$ cat config.mk
export PLATFORM = sky130hd
export DESIGN_NAME = tt_bist_harness
export DESIGN_NICKNAME = d
export VERILOG_FILES = /design/src/rtl/tt_bist_harness.sv
export SDC_FILE = /design/constraint.sdc
export NUM_CORES = 1
export LEC_CHECK = 0
export ABC_AREA = 1
export CAP_MARGIN = 20
export CORE_MARGIN = 5
export CORE_UTILIZATION = 47
export CTS_CLUSTER_SIZE = 24
export DETAILED_ROUTE_END_ITERATION = 10
export PLACE_DENSITY = 0.79
export SLEW_MARGIN = 10
export SYNTH_ARGS = -nofsm -noshare
export SYNTH_HDL_FRONTEND = slang
export SYNTH_SLANG_ARGS = --single-unit
$ cat constraint.sdc
create_clock -name clk -period 3 [get_ports clk]
set_input_delay 0.6 -clock clk [delete_from_list [all_inputs] [get_ports clk]]
set_output_delay 0.6 -clock clk [all_outputs]
set_load 0.005 [all_outputs]
$ cat src/rtl/tt_bist_harness.sv
// tt_bist_harness: built-in self-test wrapper placed between the pad ring and a
// tt_um_* user design. Pads pass through when idle; on start the design is reset,
// driven with LFSR stimulus and its responses are compacted into a MISR signature
// that is compared against a golden value.
module tt_bist_harness #(
    parameter int               IN_W       = 8,
    parameter int               OUT_W      = 8,
    parameter int               SIG_W      = 16,
    parameter int               NUM_CYCLES = 256,
    parameter int               RST_CYCLES = 4,
    parameter int               LATENCY    = 1,
    parameter logic [IN_W-1:0]  STIM_POLY  = 8'h1D,
    parameter logic [IN_W-1:0]  STIM_SEED  = 8'h01,
    parameter logic [SIG_W-1:0] SIG_POLY   = 16'h1021
) (
    input  logic             clk,
    input  logic             rst_n,
    input  logic             start,
    input  logic             abort,
    input  logic [IN_W-1:0]  byp_in,
    input  logic [SIG_W-1:0] golden,
    input  logic [OUT_W-1:0] resp_in,
    output logic [IN_W-1:0]  stim_out,
    output logic             dut_rst_n,
    output logic             busy,
    output logic             done,
    output logic             pass,
    output logic [SIG_W-1:0] signature
);

    localparam logic [2:0] ST_IDLE  = 3'd0;
    localparam logic [2:0] ST_RESET = 3'd1;
    localparam logic [2:0] ST_RUN   = 3'd2;
    localparam logic [2:0] ST_DRAIN = 3'd3;
    localparam logic [2:0] ST_DONE  = 3'd4;

    // One counter covers RESET, and RUN+DRAIN as a single continuous span, so the
    // capture window can be expressed as "span index >= LATENCY".
    localparam int CNT_W = $clog2(NUM_CYCLES + LATENCY + RST_CYCLES + 1);

    localparam logic [IN_W-1:0]  SEED_EFF    = (STIM_SEED == {IN_W{1'b0}}) ?
                                               {{(IN_W-1){1'b0}}, 1'b1} : STIM_SEED;
    localparam logic [CNT_W-1:0] CNT_ONE     = 1;
    localparam logic [CNT_W:0]   CNT_EXT_ONE = 1;
    localparam logic [CNT_W-1:0] RST_LAST    = CNT_W'(RST_CYCLES - 1);
    localparam logic [CNT_W-1:0] RUN_LAST    = CNT_W'(NUM_CYCLES - 1);
    localparam logic [CNT_W-1:0] DRAIN_LAST  = CNT_W'(NUM_CYCLES + LATENCY - 1);
    localparam logic [CNT_W:0]   LAT_EXT     = (CNT_W+1)'(LATENCY);

    // Galois LFSR advance for the stimulus generator.
    function automatic logic [IN_W-1:0] lfsr_step(input logic [IN_W-1:0] v);
        return {v[IN_W-2:0], 1'b0} ^ (v[IN_W-1] ? STIM_POLY : {IN_W{1'b0}});
    endfunction

    // MISR compaction step: shift with feedback, then fold in the response.
    function automatic logic [SIG_W-1:0] misr_step(input logic [SIG_W-1:0] s,
                                                   input logic [OUT_W-1:0] r);
        return {s[SIG_W-2:0], 1'b0} ^ (s[SIG_W-1] ? SIG_POLY : {SIG_W{1'b0}}) ^ SIG_W'(r);
    endfunction

    logic [2:0]       state_r, state_next_s;
    logic [CNT_W-1:0] cnt_r, cnt_next_s;
    logic [IN_W-1:0]  lfsr_r, lfsr_next_s;
    logic [SIG_W-1:0] sig_r, sig_next_s;
    logic             pass_r, pass_next_s;
    logic             dut_rst_n_r, busy_r, done_r;
    logic             abort_s, capture_s, enter_reset_s, enter_done_s;

    // Abort only has an effect while a test is in progress.
    always_comb begin
        abort_s = abort && ((state_r == ST_RESET) || (state_r == ST_RUN) || (state_r == ST_DRAIN));
    end

    // Next-state and phase counter; abort overrides every other transition.
    always_comb begin
        state_next_s = state_r;
        cnt_next_s   = cnt_r;
        if (abort_s) begin
            state_next_s = ST_IDLE;
            cnt_next_s   = {CNT_W{1'b0}};
        end else begin
            case (state_r)
                ST_IDLE, ST_DONE: begin
                    cnt_next_s   = {CNT_W{1'b0}};
                    state_next_s = start ? ST_RESET : state_r;
                end
                ST_RESET: begin
                    if (cnt_r == RST_LAST) begin
                        state_next_s = ST_RUN;
                        cnt_next_s   = {CNT_W{1'b0}};
                    end else begin
                        cnt_next_s   = cnt_r + CNT_ONE;
                    end
                end
                ST_RUN: begin
                    if ((cnt_r == RUN_LAST) && (LATENCY == 0)) begin
                        state_next_s = ST_DONE;
                        cnt_next_s   = {CNT_W{1'b0}};
                    end else if (cnt_r == RUN_LAST) begin
                        state_next_s = ST_DRAIN;
                        cnt_next_s   = cnt_r + CNT_ONE;
                    end else begin
                        cnt_next_s   = cnt_r + CNT_ONE;
                    end
                end
                ST_DRAIN: begin
                    if (cnt_r == DRAIN_LAST) begin
                        state_next_s = ST_DONE;
                        cnt_next_s   = {CNT_W{1'b0}};
                    end else begin
                        cnt_next_s   = cnt_r + CNT_ONE;
                    end
                end
                default: begin
                    state_next_s = ST_IDLE;
                    cnt_next_s   = {CNT_W{1'b0}};
                end
            endcase
        end
    end

    // Capture window: the last NUM_CYCLES cycles of RUN+DRAIN (span index >= LATENCY).
    always_comb begin
        if ((state_r == ST_RUN) || (state_r == ST_DRAIN)) begin
            capture_s = (({1'b0, cnt_r} + CNT_EXT_ONE) > LAT_EXT);
        end else begin
            capture_s = 1'b0;
        end
    end

    // Datapath next values: LFSR, MISR and the pass verdict.
    always_comb begin
        enter_reset_s = (state_next_s == ST_RESET) && (state_r != ST_RESET);
        enter_done_s  = (state_next_s == ST_DONE) && (state_r != ST_DONE);

        if (enter_reset_s) begin
            lfsr_next_s = SEED_EFF;
        end else if (state_r == ST_RUN) begin
            lfsr_next_s = lfsr_step(lfsr_r);
        end else begin
            lfsr_next_s = lfsr_r;
        end

        if (abort_s || enter_reset_s) begin
            sig_next_s = {SIG_W{1'b0}};
        end else if (capture_s) begin
            sig_next_s = misr_step(sig_r, resp_in);
        end else begin
            sig_next_s = sig_r;
        end

        if (abort_s || enter_reset_s) begin
            pass_next_s = 1'b0;
        end else if (enter_done_s) begin
            pass_next_s = (sig_next_s == golden);
        end else begin
            pass_next_s = pass_r;
        end
    end

    // State, datapath and status registers; status flags follow the next state.
    always_ff @(posedge clk or negedge rst_n) begin
        if (!rst_n) begin
            state_r     <= ST_IDLE;
            cnt_r       <= {CNT_W{1'b0}};
            lfsr_r      <= SEED_EFF;
            sig_r       <= {SIG_W{1'b0}};
            pass_r      <= 1'b0;
            dut_rst_n_r <= 1'b0;
            busy_r      <= 1'b0;
            done_r      <= 1'b0;
        end else begin
            state_r     <= state_next_s;
            cnt_r       <= cnt_next_s;
            lfsr_r      <= lfsr_next_s;
            sig_r       <= sig_next_s;
            pass_r      <= pass_next_s;
            dut_rst_n_r <= (state_next_s != ST_RESET);
            busy_r      <= (state_next_s == ST_RESET) || (state_next_s == ST_RUN) ||
                           (state_next_s == ST_DRAIN);
            done_r      <= (state_next_s == ST_DONE);
        end
    end

    // Stimulus mux: pads pass straight through whenever no test is running.
    always_comb begin
        case (state_r)
            ST_RUN:             stim_out = lfsr_r;
            ST_RESET, ST_DRAIN: stim_out = {IN_W{1'b0}};
            default:            stim_out = byp_in;
        endcase
    end

    assign dut_rst_n = dut_rst_n_r;
    assign busy      = busy_r;
    assign done      = done_r;
    assign pass      = pass_r;
    assign signature = sig_r;

endmodule
# Word-level counts from Yosys, hierarchy flattened

Cells that the tools add are included.
W data, S select, Z words.

Flip-flop bits (word level): 40
Bits in latches: 0
Memory bits (writable): 0
Bits in read-only memories: 0
Output and inout bits: 28
Logic and storage cells: 63
Memories kept: 0

Add/sub/neg operators: 2
Multipliers: 0
Divide/modulo/power cells: 0
Order comparisons: 1
Eq/ne operators: 15
Shift operators: 0
Muxes and demuxes: 20
Bitwise operators: 3
Reductions and logical operators: 14

Operator list:

| operator               | count |
|---|---|
| $mux W16               | 2 |
| $mux W9                | 3 |
| $pmux W9 S3            | 1 |
| $eq A16 B16 Y1         | 1 |
| $mux W8                | 2 |
| $pmux W8 S2            | 1 |
| $xor A16 B13 Y16       | 1 |
| $xor A16 B8 Y16        | 1 |
| $mux W3                | 5 |
| $mux W13               | 1 |
| $eq A3 B2 Y1 const B   | 4 |
| $pmux W3 S4            | 1 |
| $add A9 B1 Y10 const B | 1 |
| $gt A10 B1 Y1 const B  | 1 |
| $add A9 B1 Y9 const B  | 1 |
| $eq A9 B2 Y1 const B   | 1 |
| $eq A9 B8 Y1 const B   | 1 |
| $eq A9 B9 Y1 const B   | 1 |
| $xor A8 B5 Y8          | 1 |
| $eq A3 B1 Y1 const B   | 2 |
| $eq A3 B3 Y1 const B   | 2 |
| $logic_or A1 B1 Y1     | 6 |
| $ne A3 B1 Y1 const B   | 2 |
| $mux W5                | 1 |
| other kinds (6)        | 12 |

# Logic depth before layout (Yosys ltp)

Word-level depth: 12
Depth in mapped cells: 21
Mapped depth without buffers: 20

# Worst setup path after synthesis

OpenSTA, ideal clock, no wires.

Path kind: register to register
Start: register cnt_r[0]
End: register pass_r (netlist: pass)
Library setup time: 73 ps
Data arrival time: 2423 ps
Data required time: 2927 ps
Path slack: 504 ps
Cell stages (with the launch flop): 21
Buffers on the path: 1
Cells stage by stage: dfrtp_1 ha_1 nand3_2 nor4_1 ha_1 o21ai_0 nor2_1 nand2_1 nor2_4 nand3_4 nand2_4 buf_12 nand2_1 nand3_1 nand2_1 nand2_1 nor2_1 nand2_1 nor2_1 nand2_1 a21oi_2

Word-level cells in the longest chain between the ends: 11

RTL lines:

| what                                                                    | RTL line | source |
|---|---|---|
| from (decl)                                                             | 62       | `logic [CNT_W-1:0] cnt_r, cnt_next_s;` |
| from (signal assigned)                                                  | 165      | `cnt_r <= {CNT_W{1'b0}};` |
| from (signal assigned)                                                  | 174      | `cnt_r <= cnt_next_s;` |
| parallel branches: the longest is 11 deep, another holds $add A9 B1 Y10 | n/a      |  |
| to (signal assigned)                                                    | 177      | `pass_r <= pass_next_s;` |
| to (decl)                                                               | 65       | `logic pass_r, pass_next_s;` |

Several ways; the timed one is not identified. The select of a mux whose other input is x is not followed.
A chain may end at the register's enable or synchronous reset.

# Worst setup path after layout

Ends and elaborated chain as after synthesis.

==> metrics.md <==
| Metric | Value |
|---|---|
| Boundary pin count | `64` |
| Clock Power Share | `a little under a third` |
| Final setup vio count | `0` |
| Post-synthesis xor/xnor area fraction | `4.73%` |
| Worst-margin pin slew | `just under 0.9 ns` |
| DR pass1 iterations | `4` |
| Tot GR Track Use | `18.4%` |
| Largest stage delay, worst path | `~0.42 ns` |
| DRC | `0` |
| Die Ht | `84.3 um` |
| Worst Hold Class | `primary input to asynchronous set/reset pin` |
| Cells after DPL | `a little under 500` |
| Worst r2r src | `cnt_r[0]` |
| Max Fclk | `roughly 0.36 GHz` |
| Critical-path cell list | `ha_4 > nand3_2 > nor4_2 > ha_1 > o21ai_0 > nor2_1 > nand2_1 > nor2_4 > nand3_4 > nand2_4 > buf_4 > nand2_2 > nand3_1 > nand2_1 > nand2_1 > nor2_1 > nand2_1 > nor2_1 > nand2_1 > a21oi_2` |
| Starting Density | `~48%` |
| Post-Synth Simple-Gate Area | `between 30% and 40%` |
| WL per Instance | `approximately 13 um` |
| Die ar. | `between 7000 and 8000 sq um` |
| Yosys warns | `0` |
| Yosys cell types | `38` |
| Overall power | `approximately 1.5 mW` |
| Post-Syn Nets | `400` |
| Post-route clock period utilization | `between 90% and 100%` |
| Reg clk slew, reported paths | `approximately 0.08 ns` |
| Max Root-Sink Buffers | `2` |
| Area grow syn2layout | `33.6%` |
| Count of final max-slew check failures | `0` |
| FF+latch area | `1000 sq um` |
| MaxCap Viol Count | `0` |
| DR iter-0 viols | `151` |
| Vias | `roughly 2500` |
| Leakage | `roughly 1.8 nW` |
| Die width | `approximately 84 um` |
| Bufs and invs on worst path | `1` |
| Slew headroom | `around two fifths` |
| Highest-count cells in the layout ignoring fill and taps | `90 x nand2_1, 74 x inv_1, 62 x clkdlybuf4s50_1` |
| Share of layout cells above drive strength 1 | `10.4%` |
| CTS Buf Count | `5` |
| Reg2reg setup slack | `around 0.26 ns` |
| Hold_buf cts | `0` |
| Worst IR Drop VDD | `around 0.46 mV` |
| Final Worst Setup Slack | `0.256 ns` |
| Delay-heaviest family, CP | `simple AND/OR/NAND/NOR gates` |
| Placer Congestion | `0.874` |
| Pint | `roughly 1 mW` |
| Syn Std Cell Area | `around 2600 sq um` |
| Diode count | `0` |
| Footprint of the multi-input gates | `1280 sq um` |
| Dominant combinational cell family by area after synthesis | `simple AND/OR/NAND/NOR gates` |
| Setup crit start kind | `register` |
| Sw frac | `between 30% and 40%` |
| Register area share after synthesis | `slightly below 40%` |
| Critical path's slowest cell | `dfrtp_2` |
| Reg2reg end | `pass` |
| Worst setup EP type | `register` |
| Crit Path Max Fanout | `7` |
| # port buffers | `63` |
| Avg Cell Area, Syn | `around 7.2 sq um` |
| Vias in the first global route | `2413` |
| Comb pwr share | `a little under a third` |
| Net load switching power | `509 uW` |
| Setup CP Type | `register to register` |
| Nets | `470` |
| First-pass GRT wire length | `between 10 and 15 mm` |
| Status | `finished clean` |
| Largest net degree at the start of global routing | `between 40 and 50` |
| Worst slack, placed | `0.157 ns` |
| Via-to-Cell Ratio | `5.01` |
| Final Hold Viols | `0` |
| CTS tree | `done` |
| Clock Sinks | `40` |
| R2R cell count | `20` |
| Clock skew | `approximately 0.0062 ns` |
| Placed wire-length estimate | `approximately 4.8 mm` |
| WL final | `between 6 and 7 mm` |
| Worst Path Required | `approximately 3.2 ns` |
| Cell Count, Final, Fillers Out | `~500` |
| Row count | `27` |
| Synth Area in Adders | `between 1 and 1.5%` |
| Most frequent CP cell | `nand2_1` |
| Mux share of post-synthesis cell area | `0%` |
| Commonest non-fill, non-tap cell in the layout | `nand2_1` |
| Gr ovfl total | `0` |
| PwrDens | `~440 nW/um^2` |
| Initial antenna violation count | `0` |
| Root Driver | `clkbuf_8` |
| Filler cell count | `455` |
| Post-Synthesis Cells | `about 360` |
| Post-DRT Antenna Nets | `0` |
| Clock Latency Late Sink | `approximately 0.30 ns` |
| Number of synthesized register bits | `40` |
| Post-layout min period | `2.74 ns` |
| Core region area | `5440 sq um` |
| Flop pwr share | `around two fifths` |
| H-tree Lvls | `2` |
| CP arrival | `between 2 and 3 ns` |
| Synth Area in Compound Gates | `between 6 and 7%` |
-- power groups by stage --
stage	Sequential (mW)	Combinational [mW]	Clock, mW
floorplan	0.595	0.255	0
global placement	0.596	0.440	0
detailed placement	0.596	0.448	0
CTS	0.585	0.454	0.467
global route	0.592	0.519	0.491
finish	0.589	0.468	0.462
-- cell families (layout without fill, tap and decap cells) --
family / after synthesis / in the layout
adders and majority gates: 3 / 3
buffers and inverters: 87 / 156
DFF: 40 / 40
xor gates and xnor gates: 14 / 14
and+or+nand+nor: 191 / 193
AOI/OAI and AO/OA: 26 / 26
-- Yosys cell counts (all sizes together) --
library cell    n  area share [%]
buf             5             1.8
inv            78              11
o211ai          1            0.29
clkbuf          3            0.43
o21bai          1            0.43
o22ai           6             1.4
o21a            1            0.29
a21oi           4            0.92
nor2           31             5.2
nor3            2            0.39
o21ai          11             2.3
nand3          31             6.9
nand3b          8             2.3
xnor2           4             1.4
o41ai           1            0.34
nor3b           1            0.29
dfrtp          39              38
xor2           10             3.4
clkinv          1            0.14
nand4          15             3.6
dfstp           1             1.0
nor4            2            0.48
nand2         101              16
ha              3             1.4
a31oi           1            0.24
-- through the flow --
stage               instance area [sq um]  TNS, ns  hold slack, ns  util [%]
floorplan                            2590        0           0.304         -
global placement                     3270        0           0.485      60.1
detailed placement                   3270        0           0.499      60.1
CTS                                  3390        0           0.454      62.2
global route                         3460  -0.0483           0.494      63.7
finish                               3460        0           0.407      63.7
-- flip-flops by register name, summed over array words and instances (netlist names) --
name	count
signature	16
lfsr_r	8
pass	1
done	1
cnt_r	9
state_r	3
busy	1
dut_rst_n	1
-- repair_timing --
action / in CTS / in global routing
setup endpoints to repair: 0 / 1
resized for setup: 0 / 6
setup buffers: 0 / 3
-- routing by layer --
layer  track usage (%)  part of all wire, %  vias to the layer above
met3              3.34                  3.7                       14
met1              23.2                   43                     1177
met4              6.58                  1.8                        0
met2              31.4                   51                       61
li1                  -                    -                     1272
met5                 0                    0                        -
-- cell type report --
cell class	count	area share, %
clock inverter	3	1.34
multi-input combinational	236	37.0
timing repair buffer	69	19.5
tap	72	2.60
clock buffer	5	1.99
inverter	79	8.57
sequential	40	29.0
-- worst register-to-register path, delay by kind of cell (launching register included) --
kind                       cells  cell delay, ns
buffers and inverters          1            0.17
AOI/OAI and AO/OA              2            0.21
adders and majority gates      2            0.47
and+or+nand+nor               15            1.41
DFF                            1            0.42
-- how the worst max path moves through the flow --
stage | startpoint | to | slack, ns | cells past startpoint
2_1_floorplan | cnt_r[0] | pass | 0.50 | 20
3_3_place_gp | cnt_r[0] | pass | 0.25 | 20
3_5_place_dp | cnt_r[0] | pass | 0.16 | 20
4_1_cts | cnt_r[0] | pass | 0.13 | 19
5_1_grt | cnt_r[0] | pass | -0.05 | 20
6_report | cnt_r[0] | pass | 0.26 | 20
(Power assumes the default switching activity.)
